[src/rtl/full_adder_pkg.sv]
// rtl/full_adder_pkg.sv - shared width constant and result type for full_adder
package full_adder_pkg;

    localparam int FA_DEFAULT_WIDTH = 4;

    typedef struct packed {
        logic                        cout;
        logic [FA_DEFAULT_WIDTH-1:0] sum;
    } fa_result_t;

endpackage

[src/rtl/full_adder_cell.sv]
// rtl/full_adder_cell.sv - combinational 1-bit full adder cell
module full_adder_cell (
    input  logic a,
    input  logic b,
    input  logic cin,
    output logic s,
    output logic cout
);

    logic p;

    assign p    = a ^ b;
    assign s    = p ^ cin;
    assign cout = (a & b) | (cin & p);

endmodule

[src/rtl/full_adder.sv]
// rtl/full_adder.sv - registered ripple-carry adder; optional ovf output via FULL_ADDER_OVF_EN
module full_adder
    import full_adder_pkg::*;
#(
    parameter int WIDTH = FA_DEFAULT_WIDTH
) (
    input  logic             clk,
    input  logic             rst_n,
    input  logic [WIDTH-1:0] a,
    input  logic [WIDTH-1:0] b,
    input  logic             cin,
    output logic [WIDTH-1:0] sum,
`ifdef FULL_ADDER_OVF_EN
    output logic             ovf,
`endif
    output logic             cout
);

    logic [WIDTH:0]   c;
    logic [WIDTH-1:0] s;

    assign c[0] = cin;

    // Carry ripples LSB to MSB through one cell per bit.
    for (genvar i = 0; i < WIDTH; i++) begin : g_cell
        full_adder_cell u_cell (
            .a    (a[i]),
            .b    (b[i]),
            .cin  (c[i]),
            .s    (s[i]),
            .cout (c[i+1])
        );
    end

    always_ff @(posedge clk) begin
        if (!rst_n) begin
            sum  <= '0;
            cout <= 1'b0;
        end else begin
            sum  <= s;
            cout <= c[WIDTH];
        end
    end

`ifdef FULL_ADDER_OVF_EN
    // Signed overflow: carry into the sign bit differs from carry out of it.
    always_ff @(posedge clk) begin
        if (!rst_n) begin
            ovf <= 1'b0;
        end else begin
            ovf <= c[WIDTH] ^ c[WIDTH-1];
        end
    end
`endif

endmodule

[config.mk]
export PLATFORM = sky130hd
export DESIGN_NAME = full_adder
export DESIGN_NICKNAME = d
export VERILOG_FILES = /design/src/rtl/full_adder_pkg.sv /design/src/rtl/full_adder_cell.sv /design/src/rtl/full_adder.sv
export SDC_FILE = /design/constraint.sdc
export NUM_CORES = 1
export LEC_CHECK = 0
export BUFFER_PORTS_ARGS = -buffer_cell sky130_fd_sc_hd__buf_2
export CAP_MARGIN = 20
export CORE_AREA = 3 3 40 42
export CTS_CLUSTER_SIZE = 40
export DETAILED_ROUTE_END_ITERATION = 10
export DIE_AREA = 0 0 43 45
export PLACE_DENSITY = 0.45
export SLEW_MARGIN = 20
export SYNTH_ARGS = -nofsm -noshare
export SYNTH_HDL_FRONTEND = slang
export SYNTH_SLANG_ARGS = --single-unit
[constraint.sdc]
create_clock -name clk -period 2.4 [get_ports clk]
set_clock_uncertainty 0.2 [all_clocks]
set_input_delay 0.6 -clock clk [delete_from_list [all_inputs] [get_ports clk]]
set_output_delay 0.6 -clock clk [all_outputs]
set_load 0.01 [all_outputs]
==> run summary <==
CLOCK TREE
--------------------------------------------------------------------------------------------------
Number of buffers added by the clock tree synthesis step                                         3
Postcts setup bufs                                                                               0
Clock transition time at the flip-flop clock pins of the worst setup and hold paths        0.04 ns
Total clock sinks                                                                                5
Maximum number of buffers from clock root to sink                                                2
TritonCTS clock tree                                                                           yes
Clk root buf                                                                              clkbuf_4
Hold-fix buffers, CTS                                                                            0
Post-CTS resize count                                                                            0
Number of H-tree branching levels                                                                1

LAYOUT
--------------------------------------------------------------------------------------------------
Total area of multi-input combinational cells                                              126 µm²
Filler Cells Inserted                                                                          137
Number of nets in the layout                                                                    56
Design Area, Final                                                                         373 µm²
Synthesis-to-finish area growth                                                              50.5%
Fraction of layout cells with a size suffix above 1                                          0.675
Post-Route Utilization                                                                       0.290
Leading cell type in the layout, fill and taps excluded                                      buf_2
Commonest non-fill, non-tap cells in the layout                                       buf_2, inv_1, dfxtp_1
Number of diodes                                                                                 0
Sequential cell area                                                                       100 µm²
Final instance count without filler cells                                                       55

TIMING
--------------------------------------------------------------------------------------------------
Final Cycle Share                                                                            0.976
Final setup violation count                                                                      0
Fmax                                                                                       427 MHz
Post-layout min period                                                                     2.34 ns
Worst max-slew margin expressed relative to the limit                                        0.948
Total count of hold-check failures in the final report                                           0
Transition at the pin with the smallest max-transition slack                             0.0783 ns
Number of pins exceeding their max-slew limit in the final report                                0
Setup repair after global routing missed its margin                                             no
Min Hold Slack                                                                            0.436 ns

SYNTH
--------------------------------------------------------------------------------------------------
Post-synthesis xor/xnor area fraction                                                            0
Post-Syn Area per Cell                                                                    11.8 µm²
Area contributors post-synth                                                          dfxtp_1, fa_1, inv_1, and2b_2, and2_2
Proportion of synthesized chip area in sequential cells                                      0.404
Syn Nets                                                                                        36
Compound-gate portion of the synthesized area                                                    0
Top cell type by total area after synthesis                                                dfxtp_1
Portion of netlist area occupied by mux cells                                                    0
Synthesis Warnings                                                                               0
Unique cell type count in the Yosys netlist                                                      5
Area share of fa/ha/maj cells after synthesis                                                0.323
Basic-gate share of the synthesized area counting and, or, nand and nor cells                0.167
Post-synthesis instance total                                                                   21
Top cell type's share of synthesized area                                                    0.404
Largest family of logic cells by synthesized area                                      adder cells
Register bit total from synthesis                                                                5
Post-synthesis instance area                                                               248 µm²

PLACE
--------------------------------------------------------------------------------------------------
Placed cell areas                                                                          344 µm²
Dpl cells                                                                                       51
IO buf count                                                                                    15
Placer Congestion                                                                            0.547

DETAILED ROUTING
--------------------------------------------------------------------------------------------------
Post-detailed-route count of antenna-violating nets                                              0
Vias after detailed routing                                                                    189
Routed len/inst                                                                            6.78 µm
Number of detailed-route iterations in the first pass                                            1
Starting DRT DRC Count                                                                           0
Vias per std cell                                                                             3.44
DRC violation count after routing                                                                0
Sum of routed wire length over all layers                                                   373 µm

SETUP PATH
--------------------------------------------------------------------------------------------------
Setup crit start kind                                                                   input port
CP required                                                                                2.33 ns
Kind of critical path                                                                 input port to register
Cell chain of the critical path                                                       buf_2 -> inv_1 -> fa_1 -> inv_2 -> fa_2 -> fa_2 -> inv_2 -> fa_1 -> and2b_2
Stage delay of the slowest cell on the critical path                                       0.46 ns
Kind of capture point of the worst setup path                                             register
Data arrival time of the critical path                                                     2.27 ns
Crit path max-delay cell type                                                                 fa_1
Critical-path maximum fanout                                                                     1

FLOORPLAN
--------------------------------------------------------------------------------------------------
Number of top-level pins                                                                        16
Die X                                                                                        43 µm
Initial core utilization                                                                     0.193
Row count                                                                                       13
Die area                                                                                  1940 µm²
Vert. Die Dim                                                                                45 µm
Core area                                                                                 1280 µm²

GLOBAL ROUTE
--------------------------------------------------------------------------------------------------
Largest net degree at the start of global routing                                                6
Total gr overflow                                                                                0
Vias in the first global route                                                                 164
First-pass GRT wire length                                                                  593 µm
Global Route met2 Usage                                                                     0.0539
Met1 global-route usage                                                                     0.0444
Number of antenna violations at the first check in global routing                                0
Combined global-route utilization of all metal layers                                       0.0504
Global routing's busiest layer                                                                met4
GRT met3 Usage                                                                              0.0359

PWR
--------------------------------------------------------------------------------------------------
Pwr per Cell Area                                                                       629 nW/µm²
Worst IR Drop VDD                                                                       0.000150 V
Leakage                                                                                   0.204 nW

HOLD PATH
--------------------------------------------------------------------------------------------------
Worst hold path type                                                                  input port to register

RUN STATUS
--------------------------------------------------------------------------------------------------
Result of the run                                                                     finished clean

FLOW RUN
--------------------------------------------------------------------------------------------------
Max capacitance violation total                                                                  0

==> final timing paths <==
check | start | end | cells past startpoint
setup / recovery | a[0] | sum[3]$_SDFF_PN0_ | 9
hold / removal | rst_n | sum[3]$_SDFF_PN0_ | 2
==> stage by stage <==
stage	TNS, ns	total power, mW	setup slack (ns)
5_1_grt	0	0.251	0.00138
2_1_floorplan	-0.0486	0.121	-0.0486
3_3_place_gp	-0.242	0.143	-0.211
6_report	0	0.234	0.0577
3_5_place_dp	-0.240	0.144	-0.213
4_1_cts	0	0.241	0.0388
==> cell usage after synthesis <==
cell type / n
dfxtp_1: 5
and2b_2: 3
fa_1: 4
inv_1: 7
and2_2: 2
==> state kept, by name, indices dropped and copies added, names as in the netlist <==
| signal | flops |
|---|---|
| sum | 4 |
| cout | 1 |
==> area by class of cell <==
type,instances,area share
Inverter,7,0.0705
Clock buffer,4,0.0705
Multi-Input combinational cell,9,0.339
Tap cell,15,0.0503
Sequential cell,5,0.268
Timing Repair Buffer,15,0.201
==> worst max-delay path, delay by kind of cell <==
| family | cells | cell delay, ns |
|---|---|---|
| fa+ha+maj | 4 | 1.25 |
| buf+inv | 4 | 0.21 |
| simple gates | 1 | 0.20 |
==> logic make-up after synthesis <==
| group | Yosys count |
|---|---|
| buf+inv | 7 |
| flops | 5 |
| simple gates | 5 |
| fa+ha+maj | 4 |
==> power breakdown <==
group | internal, mW | switching [mW] | total, mW
Combinational | 0.0261 | 0.0217 | 0.0478
Clock | 0.0625 | 0.0295 | 0.0920
Sequential | 0.0929 | 0.00174 | 0.0946
Total | 0.181 | 0.0529 | 0.234
==> metal layers <==
| metal | share of wire | vias up | wire length [µm] |
|---|---|---|---|
| met4 | 0 | 0 | 0 |
| met5 | 0 | - | 0 |
| met3 | 0.22 | 0 | 82 |
| met2 | 0.37 | 16 | 138 |
| met1 | 0.41 | 79 | 152 |
| li1 | - | 94 | - |
Note: power is estimated with default switching activity, not from simulation.
